[src/rtl/fetch_sequencer_if.sv]
// Fetch-side bus between the fetch sequencer, the instruction memory and decode.
//
// Handshake: decode sees an instruction when ir_valid is high and takes it on a
// rising edge where ir_ready is also high. While ir_valid && !ir_ready, the
// signals ir, ir_pc and ir_valid hold their values. A branch_valid pulse in
// RUN/DRAIN flushes the IR on that edge. If ir_ready is high on the same edge,
// the instruction still does not count as accepted.
interface fetch_sequencer_if #(
  parameter int ADDR_W  = 4,
  parameter int INSTR_W = 8
);
  logic               start;
  logic [ADDR_W-1:0]  pc_sel;
  logic [INSTR_W-1:0] imem_instr;
  logic [INSTR_W-1:0] ir;
  logic [ADDR_W-1:0]  ir_pc;
  logic               ir_valid;
  logic               ir_ready;
  logic               branch_valid;
  logic [ADDR_W-1:0]  branch_target;
  logic               running;
  logic               halted;
  logic [1:0]         state;      // debug view of the sequencer FSM

  modport master (
    input  start, imem_instr, ir_ready, branch_valid, branch_target,
    output pc_sel, ir, ir_pc, ir_valid, running, halted, state
  );

  modport slave (
    output start, imem_instr, ir_ready, branch_valid, branch_target,
    input  pc_sel, ir, ir_pc, ir_valid, running, halted, state
  );
endinterface

[src/rtl/fetch_sequencer.sv]
// Program counter and fetch controller for a small instruction memory.
// The block fetches into a one-entry instruction register and hands it to
// decode with valid/ready. It also handles branch flush, start/restart and
// halt-word detection.
module fetch_sequencer #(
  parameter int                 ADDR_W      = 4,
  parameter int                 INSTR_W     = 8,
  parameter logic [INSTR_W-1:0] HALT_OPCODE = 8'hFF
) (
  input logic                clk,
  input logic                rst_n,
  fetch_sequencer_if.master  bus
);

  typedef enum logic [1:0] {
    IDLE   = 2'd0,
    RUN    = 2'd1,
    DRAIN  = 2'd2,
    HALTED = 2'd3
  } state_t;

  state_t             state, state_n;
  logic [ADDR_W-1:0]  pc, pc_n;
  logic [INSTR_W-1:0] ir, ir_n;
  logic [ADDR_W-1:0]  ir_pc, ir_pc_n;
  logic               ir_valid, ir_valid_n;
  logic               running, halted;
  logic               load;

  // Load a new instruction whenever the IR is empty or being drained this cycle.
  // A branch takes precedence over the load.
  assign load = (state == RUN) && (!ir_valid || bus.ir_ready) && !bus.branch_valid;

  // State and datapath registers; running/halted are decoded from the next state.
  always_ff @(posedge clk or negedge rst_n) begin
    if (!rst_n) begin
      state    <= IDLE;
      pc       <= '0;
      ir       <= '0;
      ir_pc    <= '0;
      ir_valid <= 1'b0;
      running  <= 1'b0;
      halted   <= 1'b0;
    end else begin
      state    <= state_n;
      pc       <= pc_n;
      ir       <= ir_n;
      ir_pc    <= ir_pc_n;
      ir_valid <= ir_valid_n;
      running  <= (state_n == RUN) || (state_n == DRAIN);
      halted   <= (state_n == HALTED);
    end
  end

  // Next-state and datapath updates.
  always_comb begin
    state_n    = state;
    pc_n       = pc;
    ir_n       = ir;
    ir_pc_n    = ir_pc;
    ir_valid_n = ir_valid;
    unique case (state)
      IDLE: begin
        if (bus.start) begin
          state_n = RUN;
          pc_n    = '0;
        end
      end
      RUN: begin
        if (bus.branch_valid) begin
          pc_n       = bus.branch_target;
          ir_valid_n = 1'b0;
        end else if (load) begin
          ir_n       = bus.imem_instr;
          ir_pc_n    = pc;
          ir_valid_n = 1'b1;
          pc_n       = pc + ADDR_W'(1);   // wraps naturally at 2**ADDR_W
          if (bus.imem_instr == HALT_OPCODE) state_n = DRAIN;
        end else if (ir_valid && bus.ir_ready) begin
          ir_valid_n = 1'b0;
        end
      end
      DRAIN: begin
        // The halt word waits in the IR. A branch abandons the halt.
        if (bus.branch_valid) begin
          pc_n       = bus.branch_target;
          ir_valid_n = 1'b0;
          state_n    = RUN;
        end else if (ir_valid && bus.ir_ready) begin
          ir_valid_n = 1'b0;
          state_n    = HALTED;
        end
      end
      HALTED: begin
        if (bus.start) begin
          state_n    = RUN;
          pc_n       = '0;
          ir_valid_n = 1'b0;
        end
      end
      default: state_n = IDLE;
    endcase
  end

  assign bus.pc_sel   = pc;
  assign bus.ir       = ir;
  assign bus.ir_pc    = ir_pc;
  assign bus.ir_valid = ir_valid;
  assign bus.running  = running;
  assign bus.halted   = halted;
  assign bus.state    = state;

endmodule
[src/flat_wrapper.sv]
// flat-port wrapper written by rule: the top's interface ports become plain ports
module fetch_sequencer_flat 
#(
  parameter int                 ADDR_W      = 4,
  parameter int                 INSTR_W     = 8,
  parameter logic [INSTR_W-1:0] HALT_OPCODE = 8'hFF
)
  (clk, rst_n, bus_start, bus_imem_instr, bus_ir_ready, bus_branch_valid, bus_branch_target, bus_pc_sel, bus_ir, bus_ir_pc, bus_ir_valid, bus_running, bus_halted, bus_state);
  fetch_sequencer_if #(.ADDR_W(ADDR_W), .INSTR_W(INSTR_W)) bus_i ();
  input logic clk;
  input logic rst_n;
  input wire logic [$bits(bus_i.start)-1:0] bus_start;
  input wire logic [$bits(bus_i.imem_instr)-1:0] bus_imem_instr;
  input wire logic [$bits(bus_i.ir_ready)-1:0] bus_ir_ready;
  input wire logic [$bits(bus_i.branch_valid)-1:0] bus_branch_valid;
  input wire logic [$bits(bus_i.branch_target)-1:0] bus_branch_target;
  output wire logic [$bits(bus_i.pc_sel)-1:0] bus_pc_sel;
  output wire logic [$bits(bus_i.ir)-1:0] bus_ir;
  output wire logic [$bits(bus_i.ir_pc)-1:0] bus_ir_pc;
  output wire logic [$bits(bus_i.ir_valid)-1:0] bus_ir_valid;
  output wire logic [$bits(bus_i.running)-1:0] bus_running;
  output wire logic [$bits(bus_i.halted)-1:0] bus_halted;
  output wire logic [$bits(bus_i.state)-1:0] bus_state;
  assign bus_i.start = bus_start;
  assign bus_i.imem_instr = bus_imem_instr;
  assign bus_i.ir_ready = bus_ir_ready;
  assign bus_i.branch_valid = bus_branch_valid;
  assign bus_i.branch_target = bus_branch_target;
  assign bus_pc_sel = bus_i.pc_sel;
  assign bus_ir = bus_i.ir;
  assign bus_ir_pc = bus_i.ir_pc;
  assign bus_ir_valid = bus_i.ir_valid;
  assign bus_running = bus_i.running;
  assign bus_halted = bus_i.halted;
  assign bus_state = bus_i.state;
  fetch_sequencer #(.ADDR_W(ADDR_W), .INSTR_W(INSTR_W), .HALT_OPCODE(HALT_OPCODE)) u_core (.clk(clk), .rst_n(rst_n), .bus(bus_i));
endmodule
[config.mk]
export PLATFORM = sky130hd
export DESIGN_NAME = fetch_sequencer_flat
export DESIGN_NICKNAME = d
export VERILOG_FILES = /design/src/rtl/fetch_sequencer_if.sv /design/src/rtl/fetch_sequencer.sv /design/src/flat_wrapper.sv
export SDC_FILE = /design/constraint.sdc
export NUM_CORES = 1
export LEC_CHECK = 0
export CAP_MARGIN = 30
export CORE_ASPECT_RATIO = 0.75
export CORE_MARGIN = 2
export CORE_UTILIZATION = 44
export CTS_CLUSTER_DIAMETER = 30
export DETAILED_ROUTE_END_ITERATION = 12
export GPL_TIMING_DRIVEN = 0
export MAX_ROUTING_LAYER = met4
export PLACE_DENSITY = 0.78
export SLEW_MARGIN = 40
export SYNTH_ARGS = -nofsm -noshare
export SYNTH_HDL_FRONTEND = slang
export SYNTH_SLANG_ARGS = --single-unit
[constraint.sdc]
create_clock -name clk -period 2.17 [get_ports clk]
set_clock_uncertainty 0.05 [all_clocks]
set_input_delay 0.434 -clock clk [delete_from_list [all_inputs] [get_ports clk]]
set_output_delay 0.434 -clock clk [all_outputs]
set_load 0.02 [all_outputs]
==> results of run 1 <==
-- metrics by stage --
step	setup slack (ns)	setup TNS (ns)
floorplan	0.304	0
global placement	-0.163	-0.226
detailed placement	-0.207	-0.318
CTS	0.123	0
global route	0.0178	0
finish	0.130	0
-- power groups by stage --
stage	sequential (mW)	combinational, mW	clock, mW
after floorplan	0.893	0.390	0
after global placement	0.692	1.05	0
after detailed placement	0.704	1.06	0
after CTS	0.697	1.07	0.204
after global routing	0.725	1.15	0.222
final	0.699	1.06	0.194
-- flip-flops by register name, summed over array words and instances (netlist names) --
name                 flops
u_core.bus.running       1
u_core.bus.ir            8
u_core.bus.pc_sel        4
u_core.bus.state         2
u_core.bus.halted        1
u_core.bus.ir_valid      1
u_core.bus.ir_pc         4
-- worst max-delay path, cell delays in order --
cell and delay (ns):
clkdlybuf4s50_1 0.54, nand3b_2 0.37, buf_6 0.20, nor3_1 0.17, o21ai_0 0.16, ha_1 0.32
-- per-layer routing --
layer / vias up / global-route usage [%] / wire [um] / share of wire [%]
li1: 448 / - / - / -
met1: 444 / 27.9 / 1160 / 46
met2: 29 / 33.7 / 1210 / 48
met3: 2 / 5.68 / 133 / 5.3
met4: 0 / 5.11 / 10 / 0.40
met5: - / - / 0 / 0
-- kinds of logic (layout without fill, tap and decap cells) --
logic type / Yosys count / in the layout / synth area share [%]
buffers and inverters: 9 / 50 / 3.84
adder cells (fa/ha/maj): 7 / 7 / 7.91
XOR/XNOR: 1 / 1 / 0.791
AND/OR/NAND/NOR: 24 / 24 / 12.4
AO/OA/AOI/OAI: 26 / 26 / 15.4
flip-flops: 21 / 21 / 47.5
multiplexers: 12 / 12 / 12.2
-- layout make-up --
type | instances | area share, %
Buffer | 3 | 1.30
Clock buffer | 3 | 1.46
Clock inverter | 1 | 0.324
Inverter | 6 | 1.46
Multi-Input combinational cell | 70 | 35.0
Sequential cell | 21 | 34.1
Tap cell | 34 | 2.76
Timing Repair Buffer | 37 | 23.7
-- cell usage after synthesis (all sizes together) (2+ instances only) --
cell / number / area share, %
nor3: 2 / 0.90
inv: 6 / 2.0
a21oi: 7 / 3.2
nor2: 6 / 2.0
buf: 2 / 1.5
nand2: 6 / 2.0
nand4: 2 / 1.1
ha: 7 / 7.9
mux2: 12 / 12
a22oi: 3 / 2.0
o21ai: 7 / 3.2
dfrtp: 21 / 47
nand3: 2 / 0.90
-- how the worst max path moves through the flow --
stage,slack (ns),end,cells after the start,from
2_1_floorplan,0.30,u_core.bus.running$_DFF_PN0_,7,u_core.bus.state[1]$_DFF_PN0_
3_3_place_gp,-0.16,u_core.bus.running$_DFF_PN0_,6,bus_branch_valid
3_5_place_dp,-0.21,u_core.bus.running$_DFF_PN0_,6,bus_branch_valid
4_1_cts,0.12,u_core.bus.running$_DFF_PN0_,7,u_core.bus.state[1]$_DFF_PN0_
5_1_grt,0.02,u_core.bus.running$_DFF_PN0_,7,u_core.bus.state[1]$_DFF_PN0_
6_report,0.13,u_core.bus.running$_DFF_PN0_,6,bus_branch_valid
==> flow_summary.yaml, run 1 <==
yosys:
  yosysSeqAreaShare_pct: 47.5
  syn-cell-area_um2: 1110
  synthFlopType: "dfrtp_1"
  netlist_instances: 100
  synth.distinct_cells: 32
  synth_warnings: 0
  synth-edff-count: 0
  ys_seq_elements: 21
  ys_async_sr_fraction_pct: 100
  syn_avg_cell_area_um2: 11.1
  syn_nets: 124
global_route:
  grt_pass1_wl_mm: 4.32
  antenna_found_initial: 0
  grt_pass1_vias: 946
  grt_use_total_pct: 21.4
  grt_max_degree: 22
  grt-ovfl-total: 0
critical_path:
  cp.arrival_ns: 2.20
  worstSetupPathType: "input pin to flip-flop"
  reg2reg_depth: 7
  r2r-start: "u_core.bus.state[1]$_DFF_PN0_"
  crit_fanout: 10
  cp-start-kind: "input pin"
  r2r_end: "u_core.bus.running$_DFF_PN0_"
  r2r_slack_ns: 0.15
  worstPathRequired_ns: 2.33
  end_kind: "flip-flop"
power_and_ir_drop:
  power_density_nw_per_um2: 1270
  seqPwrFrac_pct: 35.8
  total_power_mw: 1.95
  switching_share_pct: 39.8
  p_int_mw: 1.18
  power_frac_clock_pct: 9.9
  peakVddDrop_uv: 902
  comb_power_share_pct: 54.3
  p_sw_mw: 0.778
  leakagePower_nw: 0.646
clock_network:
  cts_setup_buffers: 0
  clock_latency_ns: 0.31
  clock_path_buffers: 2
  cts_buffers: 3
  clkTransAtPathRegs_ns: 0.12
  cts-hold-fix-buffers: 0
  cts_max_level: 1
  post_cts_resized: 0
  cts_sinks: 21
  cts_root_buf: "clkbuf_4"
  cts_tree: "yes"
layout:
  post_layout_nonfiller_instances: 175
  seqCellArea_um2: 526
  post-route-util_pct: 65.8
  syn2layout_area_growth_pct: 39.3
  n_fill_cell: 199
  final_nets: 166
  multi_input_comb_area_um2: 539
  final_common_cell: "clkdlybuf4s50_1"
  design_area_um2: 1540
  mostFrequentLayoutCells: "clkdlybuf4s50_1, dfrtp_1, mux2_2"
  n_antenna_cell: 0
  final_layout_size_suffix_gt1_share_pct: 15.6
timing:
  min_period_over_period_pct: 94.0
  slew_headroom_pct: 68.0
  hold_viol: 0
  final_max_slew_viol_count: 0
  finalSetupViolCount: 0
  hold_slack_ns: 0.00899
  fmax_mhz: 490
  worst_slew_pin_slew_ns: 0.479
  rsz0062_at_grt: "false"
  period_needed_ns: 2.04
routing:
  viasPerCell: 5.27
  drtAntennaViolNets: 0
  wire_per_inst_um: 14.3
  first_pass_iters: 4
  drt_iter0_drc: 41
  drc: 0
  totalWireLength_mm: 2.51
  vias: 923
floorplanning:
  dieArea_um2: 2940
  pin_count: 38
  std_cell_rows: 15
  die_h_um: 47.4
  initial_utilization_pct: 47.2
  fp.dieW_um: 61.9
  fp.coreArea_um2: 2350
place:
  port-buffer-count: 37
  dp_cells: 171
  hpwl_mm: 1.91
  dpl_cell_area_um2: 1520
  globalplace.congestion: 0.790
min_path:
  hold_class: "input pin to async pin"
status:
  outcome: "finished clean"
flow_run:
  drv_cap: 0
Note: power is estimated with default switching activity, not from simulation.
==> inputs of run 2 (changes only) <==
- CTS_CLUSTER_SIZE: default -> 8
- SKIP_LAST_GASP: default -> 1
- TNS_END_PERCENT: default -> 20
==> results of run 2 <==
No change in the layout: final DEF, timing and power equal those of run 1.
